`config.mk`:
```
export PLATFORM = sky130hd
export DESIGN_NAME = mem_port_arbiter
export DESIGN_NICKNAME = d
export VERILOG_FILES = /design/src/rtl/mem_arb_pkg.sv /design/src/rtl/arb_sat_counter.sv /design/src/rtl/mem_port_arbiter.sv
export SDC_FILE = /design/constraint.sdc
export NUM_CORES = 1
export LEC_CHECK = 0
export BUFFER_PORTS_ARGS = -buffer_cell sky130_fd_sc_hd__buf_2
export CAP_MARGIN = 5
export CORE_AREA = 3 3 113 115
export DETAILED_ROUTE_END_ITERATION = 12
export DIE_AREA = 0 0 116 118
export HOLD_SLACK_MARGIN = 0.05
export PLACE_DENSITY = 0.72
export SLEW_MARGIN = 10
export SYNTH_ARGS = -nofsm -noshare
export SYNTH_HDL_FRONTEND = slang
export SYNTH_SLANG_ARGS = --single-unit
```
`constraint.sdc`:
```
create_clock -name clock -period 4.6 [get_ports clock]
set_clock_uncertainty 0.2 [all_clocks]
set_input_delay 0.69 -clock clock [delete_from_list [all_inputs] [get_ports clock]]
set_output_delay 0.69 -clock clock [all_outputs]
set_load 0.1 [all_outputs]
```
`src/rtl/mem_arb_pkg.sv`:
```
// Shared types and defaults for the data-RAM port arbiter.
package mem_arb_pkg;

   // Who owns the read data returning from the RAM this cycle
   typedef enum logic [1:0] {
      OWN_NONE   = 2'd0,
      OWN_CPU_RD = 2'd1,
      OWN_DMA_RD = 2'd2
   } owner_t;

   localparam int STARVE_MAX_DEFAULT = 4;

endpackage

```
`src/rtl/arb_sat_counter.sv`:
```
// Saturating up-counter used for the optional arbiter statistics.
module arb_sat_counter #(
   parameter int W = 16
) (
   input  logic         clock,
   input  logic         resetn,
   input  logic         inc,
   output logic [W-1:0] count
);

   // Count enabled events, sticking at all-ones
   always_ff @(posedge clock or negedge resetn) begin
      if (!resetn)
         count <= '0;
      else if (inc && (count != '1))
         count <= count + W'(1);
   end

endmodule

```
`src/rtl/mem_port_arbiter.sv`:
```
// Arbitrates the single-port data RAM between the CPU MEM stage (fixed
// priority) and a DMA/debug loader port. A starvation counter forces a DMA
// slot after STARVE_MAX consecutive denials; the CPU is stalled for that
// cycle. Defining MEM_ARB_STATS_EN adds saturating stall / DMA-grant counters.
module mem_port_arbiter
   import mem_arb_pkg::*;
#(
   parameter int AW         = 32,
   parameter int DW         = 32,
   parameter int STARVE_MAX = STARVE_MAX_DEFAULT
) (
   input  logic          clock,
   input  logic          resetn,
   input  logic          c_req,
   input  logic          c_we,
   input  logic [AW-1:0] c_addr,
   input  logic [DW-1:0] c_wdata,
   output logic          c_stall,
   output logic [DW-1:0] c_rdata,
   input  logic          d_req,
   input  logic          d_we,
   input  logic [AW-1:0] d_addr,
   input  logic [DW-1:0] d_wdata,
   output logic          d_gnt,
   output logic          d_rvalid,
   output logic [DW-1:0] d_rdata,
   output logic          m_we,
   output logic [AW-1:0] m_addr,
   output logic [DW-1:0] m_wdata,
   input  logic [DW-1:0] m_rdata
`ifdef MEM_ARB_STATS_EN
   ,
   output logic [15:0]   stall_cnt,
   output logic [15:0]   dgrant_cnt
`endif
);

   localparam int SW = $clog2(STARVE_MAX + 1);
   localparam logic [SW-1:0] STARVE_LIM = SW'(STARVE_MAX);

   if (STARVE_MAX < 1) begin : g_bad_starve_max
      $error("mem_port_arbiter: STARVE_MAX must be >= 1");
   end

   logic [SW-1:0] starve_q, starve_d;
   owner_t        owner_q, owner_d;
   logic [DW-1:0] hold_q;
   logic [AW-1:0] addr_q;
   logic          cpu_gnt, dma_gnt;

   // Grant decision and starvation bookkeeping; DMA idle breaks the streak
   always_comb begin
      cpu_gnt  = 1'b0;
      dma_gnt  = 1'b0;
      starve_d = '0;
      if (c_req && d_req) begin
         if (starve_q == STARVE_LIM) begin
            dma_gnt = 1'b1;
         end else begin
            cpu_gnt  = 1'b1;
            starve_d = starve_q + SW'(1);
         end
      end else if (c_req) begin
         cpu_gnt = 1'b1;
      end else if (d_req) begin
         dma_gnt = 1'b1;
      end
   end

   // RAM-side mux, handshake outputs and next read owner
   always_comb begin
      m_we    = (cpu_gnt && c_we) || (dma_gnt && d_we);
      m_addr  = cpu_gnt ? c_addr : (dma_gnt ? d_addr : addr_q);
      m_wdata = dma_gnt ? d_wdata : c_wdata;
      c_stall = c_req && !cpu_gnt;
      d_gnt   = dma_gnt;
      owner_d = OWN_NONE;
      if (cpu_gnt && !c_we)
         owner_d = OWN_CPU_RD;
      else if (dma_gnt && !d_we)
         owner_d = OWN_DMA_RD;
   end

   // Read-data steering; CPU sees held data while it does not own the port
   always_comb begin
      c_rdata  = (owner_q == OWN_CPU_RD) ? m_rdata : hold_q;
      d_rvalid = (owner_q == OWN_DMA_RD);
      d_rdata  = m_rdata;
   end

   // Arbiter state: starvation count, read owner, last RAM address
   always_ff @(posedge clock or negedge resetn) begin
      if (!resetn) begin
         starve_q <= '0;
         owner_q  <= OWN_NONE;
         addr_q   <= '0;
      end else begin
         starve_q <= starve_d;
         owner_q  <= owner_d;
         addr_q   <= m_addr;
      end
   end

   // Keep the last CPU load result so it survives stall and write cycles
   always_ff @(posedge clock or negedge resetn) begin
      if (!resetn)
         hold_q <= '0;
      else if (owner_q == OWN_CPU_RD)
         hold_q <= m_rdata;
   end

`ifdef MEM_ARB_STATS_EN
   arb_sat_counter #(.W(16)) u_stall_cnt (
      .clock  (clock),
      .resetn (resetn),
      .inc    (c_stall),
      .count  (stall_cnt)
   );

   arb_sat_counter #(.W(16)) u_dgrant_cnt (
      .clock  (clock),
      .resetn (resetn),
      .inc    (d_gnt),
      .count  (dgrant_cnt)
   );
`endif

endmodule

```
[After elaboration in Yosys (flattened, before gate mapping)]
Cells that the tools add are included.
Word-level totals
  logic and storage cells: 33
  output and inout port bits: 132
  register bits: 69
  input bits: 166
Cells by class
  reduce and logical (&&, ||, !) cells: 10
  equality and inequality tests: 3
  add/sub/neg operators: 1
  multiplexer cells: 15
Operators by type and width (count)
  32-bit 2-to-1 mux: 4
  1-bit 2-to-1 mux: 7
  1-bit logical AND: 6
  3-bit 2-to-1 mux: 2
  2-bit 2-to-1 mux: 2
  3-bit by 1-bit adder with 3-bit output (second input constant): 1
  3-bit == test (second input constant): 1
  1-bit logical NOT: 3
  2-bit by 1-bit == test with 1-bit output (second input constant): 1
  2-bit == test (second input constant): 1
  1-bit logical OR: 1

[Longest topological paths before layout]
Gate-level depths: netlist (run 1).
  word-level depth: 6
  depth in mapped cells: 8
  gate-level depth less buffers: 6

[Worst setup path after synthesis (run 1)]
Ideal clock, no wire load.
  path type: input to output
  from: in c_req
  to: out m_addr[22]
  path buffers: 3
  slack: 0.662 ns
  data required time: 3.710 ns
  arrival: 3.048 ns
  cell stages on the path: 7
  path through: buf_6 -> a21bo_4 -> buf_6 -> nand2_8 -> inv_4 -> buf_6 -> a21oi_1
On the way
  cells in the longest elaborated chain, start to end: 4
  elaborated cells on any way between the ends: 7
RTL lines
  start: declaration: line mem_port_arbiter.sv:14  | input logic c_req,
  1-bit 2-to-1 mux / 1-bit logical AND (equally long branches): line mem_port_arbiter.sv:63, mem_port_arbiter.sv:56
  1-bit 2-to-1 mux (*): line mem_port_arbiter.sv:56  | if (c_req && d_req) begin
  named net d_gnt: line mem_port_arbiter.sv:24  | output logic d_gnt,
  32-bit 2-to-1 mux (*) (2 in series): line mem_port_arbiter.sv:73  | m_addr = cpu_gnt ? c_addr : (dma_gnt ? d_addr : addr_q);
  end: declaration: line mem_port_arbiter.sv:28  | output logic [AW-1:0] m_addr,
Mark *: on every way through the listed nets, which the timed path passes. The rest lies on a longest branch.

[Final worst setup path (run 1)]
  from: reg starve_q[0]
  to: out m_we
On the way
  cells in the longest elaborated chain, start to end: 5
  elaborated cells on any way between the ends: 8
RTL lines
  start: declaration: line mem_port_arbiter.sv:45  | logic [SW-1:0] starve_q, starve_d;
  start signal: assignment: line mem_port_arbiter.sv:98  | starve_q <= starve_d;
  3-bit == test (*): line mem_port_arbiter.sv:57  | if (starve_q == STARVE_LIM) begin
  1-bit 2-to-1 mux: line mem_port_arbiter.sv:57
  1-bit 2-to-1 mux: line mem_port_arbiter.sv:56
  1-bit logical AND: line mem_port_arbiter.sv:72  | m_we = (cpu_gnt && c_we) || (dma_gnt && d_we);
  1-bit logical OR (*): line mem_port_arbiter.sv:72
  end: declaration: line mem_port_arbiter.sv:27  | output logic m_we,
Mark *: on every way between the ends. The rest lies on a longest branch, timed or not.

==> results of run 1 <==
-- metal layers --
layer,part of all wire,GRT usage,vias up
met5,0,0,-
met4,0.012,0.05076,0
met3,0.074,0.03753,11
li1,-,-,1655
met1,0.41,0.2077,1655
met2,0.51,0.2871,163
-- cells in the final DEF, fill, tap and decap left out, types with 3 or more instances in the layout --
| cell | instances |
|---|---|
| mux2_1 | 3 |
| clkbuf_16 | 9 |
| mux2_2 | 64 |
| buf_4 | 4 |
| nor2_1 | 4 |
| buf_2 | 297 |
| a21oi_1 | 32 |
| o22ai_1 | 32 |
| inv_1 | 34 |
| dfrtp_1 | 69 |
| mux2_4 | 29 |
-- per-stage QoR --
step	util	instances	setup WS, ps	hold WS, ps	cell area [um2]
finish	0.4659	745	879.5	268.8	5549
detailed placement	0.4414	730	1054	269.8	5258
global route	0.4659	745	671.7	291.5	5549
floorplan	-	336	661.7	194.4	3974
global placement	0.4414	730	1102	246.4	5258
CTS	0.4659	745	832.5	279.5	5549
-- path summary, 6_finish.rpt --
kind	slack [ps]	from	end
min in group clock	280	hold_q[25]	hold_q[25]
worst max register to register	2160	starve_q[0]	addr_q[8]
max in group asynchronous	2940	resetn	addr_q[29]
worst max-delay path	880	starve_q[0]	m_we
worst min register to register	280	hold_q[25]	hold_q[25]
worst min-delay path	270	resetn	hold_q[17]
-- area by class of cell --
cell class                      count  area [um2]  share of cell area
Multi-Input combinational cell    178        1697              0.3058
Timing Repair Buffer              301        1516              0.2733
Clock inverter                      4       48.80            0.008794
Tap cell                          147       183.9             0.03315
Inverter                           35       133.9             0.02413
Sequential cell                    69        1727              0.3112
Clock buffer                       11       242.7             0.04374
-- state kept, by name, indices dropped and copies added, names as in the netlist --
signal	cells
addr_q	32
hold_q	32
owner_q	2
starve_q	3
-- cells in the mapped netlist --
library cell,instances,area [um2]
a21bo_4,1,16.27
a21oi_1,32,160.2
a32o_1,1,10.01
and3_1,1,6.260
and3b_1,1,8.760
buf_1,2,7.510
buf_12,3,60.06
buf_2,8,40.04
buf_4,32,240.2
buf_6,5,56.30
clkbuf_1,4,15.01
dfrtp_1,69,1727
ha_1,2,25.02
inv_1,34,127.6
inv_4,1,6.260
mux2_1,3,33.78
mux2_2,64,720.7
mux2_4,29,435.4
mux2i_1,1,10.01
nand2_1,2,7.510
nand2_8,1,20.02
nand3_1,1,5.000
nor2_1,4,15.01
nor2b_1,2,12.51
nor3b_1,1,7.510
o22ai_1,32,200.2
-- critical path, cell delays in order (launching register included) --
cell and delay, ps:
dfrtp_1 400, inv_1 70, ha_1 220, a21bo_4 470, nand2_8 310, inv_4 420, a32o_1 180, buf_2 420
-- logic make-up (layout without fill, tap and decap cells) --
group,Yosys count,after routing
AO/OA/AOI/OAI,66,66
adder cells (fa/ha/maj),2,2
buffers and inverters,89,351
flip-flops,69,69
multiplexers,97,97
AND/OR/NAND/NOR,13,13
-- power groups by stage --
stage,clock (mW),combinational [mW],sequential (mW)
2_1_floorplan,0,1.12,0.710
3_3_place_gp,0,1.30,0.710
3_5_place_dp,0,1.31,0.717
4_1_cts,0.703,1.31,0.706
5_1_grt,0.731,1.35,0.712
6_report,0.677,1.31,0.705
==> impl_metrics.toml, run 1 <==
[outcome]
run_status = "complete, no violations"

[critical_path]
cp_max_fo = 34
cp.arrival_ps = 2830
start_kind = "flip-flop"
cp.required_ps = 3710
endpoint_kind = "output port"
reg2reg_depth = 6
crit_type = "reg2out"

[clock_tree]
clk_pin_slew_ps = 60
post_cts_resized = 0
cts_buffers = 9
clockRootBuffer = "clkbuf_16"
cts_max_level = 3
insertion_delay_ps = 320
cts_hold_buffers = 0
post_cts_buffers = 0
cts_tree = "yes"
clock-sinks = 69
clock_path_buffers = 2

[worst_hold_path]
hp-class = "in2async"

[final_layout]
syn2layout_area_growth_pct = 39.64
fill_cells = 1136
fin_nets = 762
antenna_cells = 0
drive_above_1_share = 0.6890

[synthesis]
synth_top_family_by_area = "multiplexers"
yosys.area_share.simple = 0.02078
synthCells = 336
synth_compound_area_frac = 0.09729
seq_area_frac_synth = 0.4345
avgSynthCellArea_um2 = 11.83
ys_ff_latch = 69
yosys-mux-area-fraction = 0.3020
yosys_warnings = 0
synthAdderAreaFrac = 0.006297
yosysUniqueCellTypes = 26
synth_xor_xnor_area_share = 0
netlist_area_um2 = 3974
syn_nets = 504

[timing]
rsz0062_at_grt = "no"
finalWorstPathRequiredPeriod_ps = 3721
slew_viol_final = 0
worstMarginPinSlew_ps = 843.5
setup_viol = 0
maxSlewHeadroom = 0.4377
period_share = 0.8088
fmax_ghz = 0.2688
fin_tns_setup_ps = 0
hold_viol = 0

[power_and_ir_drop]
clkPwrFrac = 0.252
finalPower_mw = 2.690
pwr_density_cell_nw_per_um2 = 484.8
irDropWorstVdd_mv = 0.1986
p_sw_mw = 1.325
pwr-share-seq = 0.262
power.share.combinational = 0.486
power.internal_mw = 1.365
swShare = 0.4926
leakagePower_nw = 3.010

[detailed_routing]
drc = 0
via_per_inst = 4.677
drtIter0Drc = 133
routed_wl_um = 12030
ant_nets = 0
post_drt_wl_per_cell_um = 16.14
vias = 3484
firstDrtPassIters = 4

[floorplan]
ios = 298
fp.dieH_um = 118
start_util = 0.3336
core-area_um2 = 11910
dieArea_um2 = 13690
fp-row-count = 40
die_w_um = 116

[run]
max_cap_viol_count = 0

[placement]
portBuffers = 297
gp_congestion = 0.9196
hpwlAfterDp_um = 9400

[global_routing]
grt_util_all_layers = 0.1675
grt_antenna_before_repair = 0
grt_overflow = 0
grt_max_degree = 39
grt_pass1_wl_um = 17950
grt_pass1_vias = 3505
(Power assumes the default switching activity.)
==> inputs of run 2 (changes only) <==
==> constraint.sdc (replaced) <==
create_clock -name clock -period 3.75 [get_ports clock]
set_clock_uncertainty 0.2 [all_clocks]
set_input_delay 0.5625 -clock clock [delete_from_list [all_inputs] [get_ports clock]]
set_output_delay 0.5625 -clock clock [all_outputs]
set_load 0.1 [all_outputs]
==> impl_metrics.toml, run 2 (same netlist as run 1, synthesis figures left out) <==
[outcome]
run_status = "complete, no violations"

[floorplan]
die_w_um = 116
start_util = 0.3336
fp-row-count = 40
fp.dieH_um = 118
core-area_um2 = 11910
ios = 298
dieArea_um2 = 13690

[clock_tree]
clockRootBuffer = "clkbuf_16"
cts_hold_buffers = 1
clk_pin_slew_ps = 60
cts_max_level = 3
post_cts_buffers = 0
clock-sinks = 69
insertion_delay_ps = 320
clock_path_buffers = 2
cts_tree = "yes"
post_cts_resized = 0
cts_buffers = 9

[power_and_ir_drop]
pwr-share-seq = 0.250
pwr_density_cell_nw_per_um2 = 561.7
irDropWorstVdd_mv = 0.3371
p_sw_mw = 1.662
power.share.combinational = 0.511
swShare = 0.4809
clkPwrFrac = 0.239
leakagePower_nw = 3.228
finalPower_mw = 3.456
power.internal_mw = 1.794

[final_layout]
layout_commonest_cell = "buf_2"
fin_nets = 765
mostFrequentLayoutCells = "buf_2, dfrtp_1, mux2_2, buf_12, inv_1"
drive_above_1_share = 0.6910
syn2layout_area_growth_pct = 54.82
reg_top3 = "addr_q: 32 flops, hold_q: 32 flops, starve_q: 3 flops"
final_util = 0.5165
antenna_cells = 0

[run]
max_cap_viol_count = 0

[timing]
worstMarginPinSlew_ps = 569.1
fin_tns_setup_ps = 0
finalWorstPathRequiredPeriod_ps = 3202
maxSlewHeadroom = 0.6206
setup_viol = 0
rsz0062_at_grt = "no"
hold_viol = 0
fmax_ghz = 0.3123
period_share = 0.8538
slew_viol_final = 0

[placement]
portBuffers = 297
hpwlAfterDp_um = 9893
gp_congestion = 0.9324

[global_routing]
grt_pass1_wl_um = 19170
grt_pass1_vias = 3660
grt_max_degree = 37
grt_overflow = 0
grt_antenna_before_repair = 0
grt_util_all_layers = 0.1784

[critical_path]
path_cells = "inv_1, ha_1, a21bo_4, nand2_8, inv_4, a21oi_1, buf_12"
crit_type = "reg2out"
cp_max_fo = 34
crit_slowest_cell = "a21oi_1"
start_kind = "flip-flop"
cp.required_ps = 2990
endpoint_kind = "output port"
max_stage_delay_ps = 390
cp.arrival_ps = 2440

[detailed_routing]
post_drt_wl_per_cell_um = 16.58
drc = 0
firstDrtPassIters = 4
routed_wl_um = 12420
ant_nets = 0
via_per_inst = 4.706
vias = 3525
drtIter0Drc = 140

[worst_hold_path]
hp-class = "in2reg"
[run 2: final cells by class]
class                   count  area, um2
fillers                  1081       5759
clock inverters             7      73.82
clock buffers               9      225.2
repair buffers            304       2112
well taps                 147      183.9
multi-input cells         178       1697
inverters                  35      133.9
flip-flops and latches     69       1727
[run 2: power groups by stage]
stage | Sequential (mW) | Combinational (mW) | Clock (mW)
detailed placement | 0.878 | 1.77 | 0
finish | 0.863 | 1.77 | 0.826
global placement | 0.872 | 1.76 | 0
CTS | 0.865 | 1.78 | 0.861
floorplan | 0.870 | 1.37 | 0
global route | 0.875 | 1.83 | 0.891
[run 2: per-stage QoR]
stage	setup WS [ps]	cells	hold slack [ps]	instance area (um2)
global route	408.8	749	182.8	6152
global placement	972.0	732	253.4	5843
detailed placement	890.6	732	276.6	5843
CTS	523.9	749	182.7	6152
finish	548.3	749	204.1	6152
floorplan	66.72	336	66.91	3974
[run 2: per-layer routing]
| metal | GRT usage | routed length [um] | up-vias |
|---|---|---|---|
| met5 | 0 | 0 | - |
| met4 | 0.04061 | 141 | 0 |
| met3 | 0.05913 | 1201 | 13 |
| met2 | 0.3047 | 6276 | 172 |
| met1 | 0.2160 | 4799 | 1684 |
| li1 | - | - | 1656 |
[run 2: worst paths after layout]
check,startpoint,slack [ps],to,cells after the start
min in group asynchronous,resetn,590,hold_q[12],2
worst min register to register,starve_q[0],280,starve_q[0],1
max in group asynchronous,resetn,2030,addr_q[27],3
worst max register to register,starve_q[0],1530,addr_q[6],6
worst max-delay path,starve_q[0],550,m_addr[6],7
worst min-delay path,d_we,200,owner_q[1],2
[run 2: worst max-delay path, delay by kind of cell (launching register included)]
kind            cells  cell delay (ps)
fa+ha+maj           1              240
compound gates      2              640
buf+inv             3              530
simple gates        1              280
flops               1              380
